<file path="config.mk">
export PLATFORM = sky130hd
export DESIGN_NAME = controle_portas_n_flat
export DESIGN_NICKNAME = d
export VERILOG_FILES = /design/src/rtl/controle_portas_n_if.sv /design/src/rtl/controle_portas_n.sv /design/src/flat_wrapper.sv
export SDC_FILE = /design/constraint.sdc
export NUM_CORES = 1
export LEC_CHECK = 0
export ABC_AREA = 1
export BUFFER_PORTS_ARGS = -buffer_cell sky130_fd_sc_hd__buf_4
export CAP_MARGIN = 20
export CORE_MARGIN = 5
export CORE_UTILIZATION = 40
export CTS_BUF_LIST = sky130_fd_sc_hd__clkbuf_8
export CTS_CLUSTER_SIZE = 12
export DETAILED_ROUTE_END_ITERATION = 6
export GPL_ROUTABILITY_DRIVEN = 0
export PLACE_DENSITY_LB_ADDON = 0.15
export SLEW_MARGIN = 30
export SYNTH_ARGS = -nofsm -noshare
export SYNTH_HDL_FRONTEND = slang
export SYNTH_SLANG_ARGS = --single-unit
</file>
<file path="constraint.sdc">
create_clock -name clock -period 4 [get_ports clock]
set_clock_uncertainty 0.15 [all_clocks]
set_input_delay 0.4 -clock clock [delete_from_list [all_inputs] [get_ports clock]]
set_output_delay 0.4 -clock clock [all_outputs]
set_load 0.01 [all_outputs]
</file>
<file path="src/rtl/controle_portas_n_if.sv">
// rtl/controle_portas_n_if.sv - door controller sensor/indicator bundle
//
// Purpose: groups the per-door sensors, the guard release and all
// indicator outputs of controle_portas_n into one bundle.
// Ports (signals):
//   giro, entrada, saida, dec_metais [NUM_PORTAS]  sensors, master -> slave
//   liberar                                        guard release, master -> slave
//   led_verde, led_vermelho [NUM_PORTAS]           door indicators, slave -> master
//   ocupacao [W_CONT], lotado, alarme              room status, slave -> master
//   display [7]                                    active-low {g,f,e,d,c,b,a}, slave -> master
interface controle_portas_n_if #(
  parameter int NUM_PORTAS = 2,
  parameter int W_CONT     = 4
);
  logic [NUM_PORTAS-1:0] giro;
  logic [NUM_PORTAS-1:0] entrada;
  logic [NUM_PORTAS-1:0] saida;
  logic [NUM_PORTAS-1:0] dec_metais;
  logic                  liberar;
  logic [NUM_PORTAS-1:0] led_verde;
  logic [NUM_PORTAS-1:0] led_vermelho;
  logic [W_CONT-1:0]     ocupacao;
  logic                  lotado;
  logic                  alarme;
  logic [6:0]            display;

  modport master (
    output giro, entrada, saida, dec_metais, liberar,
    input  led_verde, led_vermelho, ocupacao, lotado, alarme, display
  );

  modport slave (
    input  giro, entrada, saida, dec_metais, liberar,
    output led_verde, led_vermelho, ocupacao, lotado, alarme, display
  );
endinterface

</file>
<file path="src/rtl/controle_portas_n.sv">
// rtl/controle_portas_n.sv - access controller for revolving security doors
//
// Purpose: one passage state machine per door (idle, entering, exiting,
// locked), a shared clamped occupancy counter, a per-door lockout timer
// started by metal detection, a global alarm and a guard release.
// Ports:
//   clock    system clock, all logic on posedge
//   reset_n  synchronous active-low reset
//   bus      controle_portas_n_if.slave: sensors in, LEDs/occupancy/display out
module controle_portas_n #(
  parameter int NUM_PORTAS     = 2,
  parameter int CAP_MAX        = 9,
  parameter int W_CONT         = 4,
  parameter int TEMPO_BLOQUEIO = 50
) (
  input  logic                 clock,
  input  logic                 reset_n,
  controle_portas_n_if.slave   bus
);

  localparam int W_TMP = (TEMPO_BLOQUEIO < 2) ? 1 : $clog2(TEMPO_BLOQUEIO + 1);

  typedef enum logic [1:0] {
    OCIOSO    = 2'd0,
    ENTRANDO  = 2'd1,
    SAINDO    = 2'd2,
    BLOQUEADO = 2'd3
  } estado_t;

  estado_t               estado_q [NUM_PORTAS];
  estado_t               estado_d [NUM_PORTAS];
  logic [W_TMP-1:0]      timer_q  [NUM_PORTAS];
  logic [W_TMP-1:0]      timer_d  [NUM_PORTAS];
  logic [NUM_PORTAS-1:0] recusa_q, recusa_d;
  logic [NUM_PORTAS-1:0] alarme_q, alarme_d;
  logic [NUM_PORTAS-1:0] entrou, saiu;
  logic [W_CONT-1:0]     ocup_q, ocup_d;
  logic                  lotado;
  logic [3:0]            nibble;
  logic [NUM_PORTAS-1:0] led_verde, led_vermelho;
  logic [6:0]            display;

  assign lotado = (ocup_q == W_CONT'(CAP_MAX));

  // Per-door passage FSMs. entrou/saiu flag a passage completing on this edge.
  always_comb begin
    for (int i = 0; i < NUM_PORTAS; i++) begin
      estado_d[i] = estado_q[i];
      timer_d[i]  = timer_q[i];
      recusa_d[i] = 1'b0;
      alarme_d[i] = 1'b0;
      entrou[i]   = 1'b0;
      saiu[i]     = 1'b0;
      unique case (estado_q[i])
        OCIOSO: begin
          if (bus.giro[i] && bus.entrada[i] && !bus.saida[i]) begin
            if (bus.dec_metais[i]) begin
              estado_d[i] = BLOQUEADO;
              timer_d[i]  = W_TMP'(TEMPO_BLOQUEIO);
            end else if (!lotado) begin
              estado_d[i] = ENTRANDO;
            end else begin
              // Refused while full: red LED held as long as the request is.
              recusa_d[i] = 1'b1;
            end
          end else if (bus.giro[i] && bus.saida[i] && !bus.entrada[i] &&
                       (ocup_q != '0)) begin
            estado_d[i] = SAINDO;
          end
        end
        ENTRANDO: begin
          if (bus.dec_metais[i]) begin
            estado_d[i] = BLOQUEADO;
            timer_d[i]  = W_TMP'(TEMPO_BLOQUEIO);
          end else if (!bus.giro[i]) begin
            estado_d[i] = OCIOSO;
            entrou[i]   = 1'b1;
          end
        end
        SAINDO: begin
          if (!bus.giro[i]) begin
            estado_d[i] = OCIOSO;
            saiu[i]     = 1'b1;
          end
        end
        BLOQUEADO: begin
          if (bus.liberar) begin
            estado_d[i] = OCIOSO;
            timer_d[i]  = '0;
          end else if (timer_q[i] != '0) begin
            timer_d[i] = timer_q[i] - 1'b1;
          end else if (!bus.dec_metais[i]) begin
            estado_d[i] = OCIOSO;
          end else begin
            // Lockout expired with metal still present.
            alarme_d[i] = 1'b1;
          end
        end
        default: estado_d[i] = OCIOSO;
      endcase
    end
  end

  // Occupancy: sum all completions of this edge, then clamp. Concurrent
  // admissions are decided on the registered count and may overshoot.
  always_comb begin
    int soma;
    soma = int'(ocup_q);
    for (int i = 0; i < NUM_PORTAS; i++) begin
      soma = soma + int'(entrou[i]) - int'(saiu[i]);
    end
    if (soma < 0) begin
      soma = 0;
    end else if (soma > CAP_MAX) begin
      soma = CAP_MAX;
    end
    ocup_d = W_CONT'(soma);
  end

  always_ff @(posedge clock) begin
    if (!reset_n) begin
      for (int i = 0; i < NUM_PORTAS; i++) begin
        estado_q[i] <= OCIOSO;
        timer_q[i]  <= '0;
      end
      recusa_q <= '0;
      alarme_q <= '0;
      ocup_q   <= '0;
    end else begin
      for (int i = 0; i < NUM_PORTAS; i++) begin
        estado_q[i] <= estado_d[i];
        timer_q[i]  <= timer_d[i];
      end
      recusa_q <= recusa_d;
      alarme_q <= alarme_d;
      ocup_q   <= ocup_d;
    end
  end

  always_comb begin
    led_verde    = '0;
    led_vermelho = '0;
    for (int i = 0; i < NUM_PORTAS; i++) begin
      led_verde[i]    = (estado_q[i] == ENTRANDO) || (estado_q[i] == SAINDO);
      led_vermelho[i] = (estado_q[i] == BLOQUEADO) || recusa_q[i];
    end
  end

  assign nibble = 4'(ocup_q);

  always_comb begin
    display = 7'b1000000;
    unique case (nibble)
      4'h0: display = 7'b1000000;
      4'h1: display = 7'b1111001;
      4'h2: display = 7'b0100100;
      4'h3: display = 7'b0110000;
      4'h4: display = 7'b0011001;
      4'h5: display = 7'b0010010;
      4'h6: display = 7'b0000010;
      4'h7: display = 7'b1111000;
      4'h8: display = 7'b0000000;
      4'h9: display = 7'b0010000;
      4'hA: display = 7'b0001000;
      4'hB: display = 7'b0000011;
      4'hC: display = 7'b1000110;
      4'hD: display = 7'b0100001;
      4'hE: display = 7'b0000110;
      4'hF: display = 7'b0001110;
      default: display = 7'b1000000;
    endcase
  end

  assign bus.led_verde    = led_verde;
  assign bus.led_vermelho = led_vermelho;
  assign bus.ocupacao     = ocup_q;
  assign bus.lotado       = lotado;
  assign bus.alarme       = |alarme_q;
  assign bus.display      = display;

endmodule

</file>
<file path="src/flat_wrapper.sv">
// flat-port wrapper written by rule: the top's interface ports become plain ports
module controle_portas_n_flat 
#(
  parameter int NUM_PORTAS     = 2,
  parameter int CAP_MAX        = 9,
  parameter int W_CONT         = 4,
  parameter int TEMPO_BLOQUEIO = 50
)
  (clock, reset_n, bus_giro, bus_entrada, bus_saida, bus_dec_metais, bus_liberar, bus_led_verde, bus_led_vermelho, bus_ocupacao, bus_lotado, bus_alarme, bus_display);
  controle_portas_n_if #(.NUM_PORTAS(NUM_PORTAS), .W_CONT(W_CONT)) bus_i ();
  input  logic clock;
  input  logic reset_n;
  input wire logic [$bits(bus_i.giro)-1:0] bus_giro;
  input wire logic [$bits(bus_i.entrada)-1:0] bus_entrada;
  input wire logic [$bits(bus_i.saida)-1:0] bus_saida;
  input wire logic [$bits(bus_i.dec_metais)-1:0] bus_dec_metais;
  input wire logic [$bits(bus_i.liberar)-1:0] bus_liberar;
  output wire logic [$bits(bus_i.led_verde)-1:0] bus_led_verde;
  output wire logic [$bits(bus_i.led_vermelho)-1:0] bus_led_vermelho;
  output wire logic [$bits(bus_i.ocupacao)-1:0] bus_ocupacao;
  output wire logic [$bits(bus_i.lotado)-1:0] bus_lotado;
  output wire logic [$bits(bus_i.alarme)-1:0] bus_alarme;
  output wire logic [$bits(bus_i.display)-1:0] bus_display;
  assign bus_i.giro = bus_giro;
  assign bus_i.entrada = bus_entrada;
  assign bus_i.saida = bus_saida;
  assign bus_i.dec_metais = bus_dec_metais;
  assign bus_i.liberar = bus_liberar;
  assign bus_led_verde = bus_i.led_verde;
  assign bus_led_vermelho = bus_i.led_vermelho;
  assign bus_ocupacao = bus_i.ocupacao;
  assign bus_lotado = bus_i.lotado;
  assign bus_alarme = bus_i.alarme;
  assign bus_display = bus_i.display;
  controle_portas_n #(.NUM_PORTAS(NUM_PORTAS), .CAP_MAX(CAP_MAX), .W_CONT(W_CONT), .TEMPO_BLOQUEIO(TEMPO_BLOQUEIO)) u_core (.clock(clock), .reset_n(reset_n), .bus(bus_i));
endmodule
</file>
Word-level counts from Yosys, hierarchy flattened:

Memory sizes are Yosys's and may differ from the RTL's.
Index checks and enable logic that the tools add are counted.

* add/subtract/negate cells: 6
* magnitude comparators: 2
* equality and inequality tests: 7
* muxes and demuxes: 48
* bitwise gates (word level): 11
* reduce and logical (&&, ||, !) cells: 30

Operators with widths (number)
* $sub A32 B2 Y32: 2
* $mux W6: 10
* $mux W2: 20
* $pmux W6 S3: 2
* $add A32 B2 Y32: 1
* $gt A32 B5 Y1 const B: 1
* $lt A32 B1 Y1 const B: 1
* $pmux W2 S4: 2
* $reduce_or A4 Y1: 4
* $mux W1: 13
* $reduce_bool A6 Y1: 2
* $sub A6 B1 Y6 const B: 2
* $logic_and A1 B1 Y1: 10
* $eq A2 B2 Y1 const B: 4
* $not A1 Y1: 7
* $add A4 B1 Y5: 1
* $eq A2 B1 Y1 const B: 2
* $eq A4 B4 Y1 const B: 1
* $logic_not A1 Y1: 4
* $logic_not A2 Y1: 2
* $logic_or A1 B1 Y1: 4
* $mux W4: 1
* $or A1 B1 Y1: 4
* $reduce_bool A4 Y1: 1
* 2 further kinds: 3

* register bits after elaboration: 8
* bits in writable memories: 16
* bits in read-only memories: 112
* input port bits: 11
* output and inout port bits: 17
* word-level logic and storage cells: 113
* memories: 3

Memories
* (no name shown): depth 16, bits a word 7, rd ports 1, clocked after memory_dff 0, wr ports 0, RTL line controle_portas_n.sv:153 `unique case (nibble)`
* u_core.timer_q: depth 2, bits a word 6, rd ports 2, clocked after memory_dff 0, wr ports 2, RTL line controle_portas_n.sv:32 `logic [W_TMP-1:0] timer_q [NUM_PORTAS];`
* u_core.estado_q: depth 2, bits a word 2, rd ports 2, clocked after memory_dff 0, wr ports 2, RTL line controle_portas_n.sv:30 `estado_t estado_q [NUM_PORTAS];`

Longest topological paths before layout:

* word-level depth: 9
* depth in mapped cells: 24
* mapped depth without buffers: 24

Worst setup path before layout:

OpenSTA, ideal clock, no wires.

* kind: flip-flop to flip-flop
* from: memory u_core.estado_q[0][1] (netlist bit)
* to: register u_core.ocup_q[1], in the netlist u_core.bus.ocupacao[1]
* library setup time: 0.112 ns
* arrival time: 2.866 ns
* data required time: 3.738 ns
* path slack: 0.872 ns
* cell stages (with the launch flop): 24
* path buffers: 0
* clock period less this slack: 3.128 ns
* cell sequence: dfxtp_1 -> inv_1 -> ha_1 -> inv_1 -> nor3_1 -> ha_1 -> inv_1 -> fa_1 -> ha_1 -> inv_1 -> nand3_1 -> nand2_1 -> inv_1 -> ha_1 -> inv_1 -> nand2_1 -> a21oi_1 -> ha_1 -> inv_1 -> nor2_1 -> nand2_1 -> inv_2 -> nand3_1 -> nor2_1

RTL lines
* from (decl): RTL line controle_portas_n.sv:30
* to (signal assigned): RTL line controle_portas_n.sv:136 `ocup_q <= ocup_d;`
* to (decl): RTL line controle_portas_n.sv:37 `logic [W_CONT-1:0] ocup_q, ocup_d;`

==> run_results.csv <==
group,metric,value,unit
run_status,outcome,"finished, final reports clean",
sta,finalSetupTns,0,ns
synthesis,synthArstFlopShare,0,%
floorplan,start_util,41.5,%
placement,io_buffers,27,
cells_and_area,fillers,572,
floorplan,die_h,83.0,µm
synthesis,yosys.area.top_type,"dfxtp_1",
sta,finalSetupViolCount,0,
pwr,irDropWorstVdd,0.000387,V
grt,antenna_found_initial,0,
cells_and_area,num_antenna_cells,0,
clock_network,htreeDepth,1,
synthesis,yosys_warnings,0,
setup_path,critical_path_required,4.02,ns
sta,grt_setup_unrepaired,"false",
synthesis,synth-edff-count,0,
routing,drc,0,
setup_path,startpoint_type,"register",
setup_path,arrival,3.43,ns
clock_network,cts_root_buf,"clkbuf_8",
sta,finalCriticalPeriod,3.41,ns
grt,grt_pass1_wl,8.30,mm
synthesis,ys_top_cells_by_area,"dfxtp_1 (23%), ha_1 (19%), inv_1 (9.0%)",
sta,tightest_slew,0.481,ns
synthesis,synth_top_area_share,22.5,%
grt,grt_max_degree,18,
clock_network,cts_buffer_depth,2,
synthesis,syn_area,2130,µm²
cells_and_area,area_growth,16.3,%
grt,grt_pass1_vias,1853,
clock_network,cts-buffers-inserted,3,
sta,period_share,85.3,%
sta,slew_headroom,67.9,%
floorplan,pin_count,28,
setup_path,end_kind,"register",
routing,totalWireLength,4.60,mm
placement,place_inst,405,
routing,routed-via-count,1956,
setup_path,reg2regPathDepth,23,
synthesis,yosysSeqAreaShare,22.5,%
clock_network,cts_hold_buf,0,
setup_path,critical_path_class,"reg2reg",
setup_path,crit_path_max_fanout,6,
sta,final-hold-violation-count,0,
floorplan,num_rows,26,
clock_network,tritoncts,"built",
flow_run,drv_cap,0,
setup_path,path_common_cell,"inv_1",
synthesis,synthMostInstantiatedCell,"inv_1",
clock_network,clk_pin_slew,0.09,ns
clock_network,clock_latency,0.27,ns
routing,drt_first_iter_violations,66,
setup_path,cp.depth,23,
synthesis,synth_commonest_cells,"inv_1 (51), nand2_1 (39), ha_1 (32), nor2_1 (31), nand3_1 (28)",
setup_path,critPathMaxStageDelay,0.43,ns
setup_path,crit_buf_inv,8,
floorplan,core-area,5140,µm²
synthesis,ys.flop_type,"dfxtp_1",
grt,track_usage,13.9,%
floorplan,die_area,6890,µm²
worst_hold_path,worstHoldPathType,"in2reg",
setup_path,crit_slowest_cell,"dfxtp_1",
synthesis,syn_area_per_cell,6.85,µm²
sta,clock.fmax,0.293,GHz
worst_hold_path,whs_path_depth,2,
synthesis,syn-num-nets,355,
pwr,power_density,662,nW/µm²
cells_and_area,final_cells,409,
sta,drv_slew,0,
synthesis,synth_cell_types,33,
routing,first_pass_iters,4,
routing,via_per_inst,4.78,
cells_and_area,final_nets,384,
synthesis,netlist_instances,311,
routing,ant_nets,0,
setup_path,crit_chain,"inv_1, ha_1, inv_1, nor3_1, ha_1, inv_1, fa_1, ha_1, inv_1, nand3_1, nand2_1, inv_1, ha_1, inv_1, nand2_1, a21oi_1, ha_1, inv_1, nor2_1, nand2_1, inv_2, nand3_1, nor2_1",
placement,hpwl,3.70,mm
clock_network,cts_resized,0,
floorplan,die_width,83.0,µm
clock_network,clkSinkCount,24,
pwr,power.leakage,1.26,nW
setup_path,cp_top_family,"adder cells",
synthesis,ys_ff_latch,24,
routing,wl_per_cell,11.2,µm
grt,grt-ovfl-total,0,
clock_network,cts_setup_buffers,0,
cells_and_area,drive_gt1_share,17.1,%
-- worst paths after layout --
path / startpoint / slack, ns / endpoint
setup / recovery: u_core.estado_q[0][1] / 0.59 / u_core.bus.ocupacao[1]
hold / removal: bus_dec_metais[1] / 0.21 / u_core.recusa_q[1]
setup reg to reg: u_core.estado_q[0][1] / 0.59 / u_core.bus.ocupacao[1]
hold reg to reg: u_core.timer_q[0][10] / 0.37 / u_core.timer_q[0][10]
-- area by class of cell --
| type | instances | area [µm²] | area share [%] |
|---|---|---|---|
| Tap cell | 70 | 87.6 | 3.53 |
| Clock buffer | 3 | 41.3 | 1.67 |
| Sequential cell | 24 | 480 | 19.4 |
| Multi-Input combinational cell | 225 | 1420 | 57.1 |
| Timing Repair Buffer | 27 | 203 | 8.18 |
| Inverter | 59 | 221 | 8.93 |
| Clock inverter | 1 | 30.0 | 1.21 |
-- power by group --
group	internal [W]	switching, W	total [W]
clock network	0.000134	0.0000790	0.000213
registers	0.000311	0.0000788	0.000390
logic	0.000423	0.000615	0.00104
total	0.000868	0.000772	0.00164
-- worst reg2reg max path, cell delays in order, from the launching register on --
cell and delay (ns):
dfxtp_1 0.43, inv_1 0.11, ha_1 0.21, inv_1 0.07, nor3_1 0.05, ha_1 0.26
inv_1 0.04, fa_1 0.36, ha_1 0.22, inv_1 0.08, nand3_1 0.15, nand2_1 0.10
inv_1 0.04, ha_1 0.18, inv_1 0.07, nand2_1 0.09, a21oi_1 0.14, ha_1 0.24
inv_1 0.05, nor2_1 0.03, nand2_1 0.07, inv_2 0.04, nand3_1 0.10, nor2_1 0.04
-- routing by layer --
layer / wire length, µm / track usage [%] / vias to the layer above
met1: 2380 / 19.6 / 847
met3: 207 / 2.87 / 6
met4: 34 / 2.23 / 0
li1: - / - / 1064
met5: 0 / 0 / -
met2: 1980 / 22.1 / 39
-- cells by family after synthesis --
| group | synth area share (%) |
|---|---|
| and+or+nand+nor | 30.6 |
| buffers and inverters | 11.0 |
| AOI/OAI and AO/OA | 14.0 |
| adders and majority gates | 19.7 |
| DFF | 22.5 |
| xor gates and xnor gates | 2.06 |
-- stage by stage --
| stage | worst slack, ns | util (%) | power (W) | hold slack (ns) | cell area (µm²) |
|---|---|---|---|---|---|
| 3_3_place_gp | 0.722 | 46.8 | 0.00143 | 0.354 | 2410 |
| 4_1_cts | 0.600 | 48.2 | 0.00166 | 0.193 | 2480 |
| 2_1_floorplan | 0.872 | - | 0.00116 | 0.328 | 2130 |
| 5_1_grt | 0.361 | 48.2 | 0.00183 | 0.207 | 2480 |
| 3_5_place_dp | 0.627 | 46.8 | 0.00144 | 0.360 | 2410 |
| 6_report | 0.587 | 48.2 | 0.00164 | 0.207 | 2480 |
-- registers in the layout, indices dropped and copies added, names as in the netlist --
signal	cells
u_core.alarme_q	2
u_core.recusa_q	2
u_core.bus.ocupacao	4
u_core.timer_q	12
u_core.estado_q	4
-- cells in the final DEF, fill, tap and decap left out, drive strengths merged --
cell	n
inv	57
nor4	2
a21o	2
fa	1
or2	5
clkbuf	3
o21ai	21
nand3b	1
nor3	9
buf	27
ha	32
nand4	5
dfxtp	24
o21bai	1
o211ai	1
a32oi	1
nand2	48
nand3	28
bufinv	1
o22ai	1
o311ai	1
a22oi	3
clkinv	2
nor2	36
xor2	5
a21oi	22
Power figures use the tool's default switching activity.
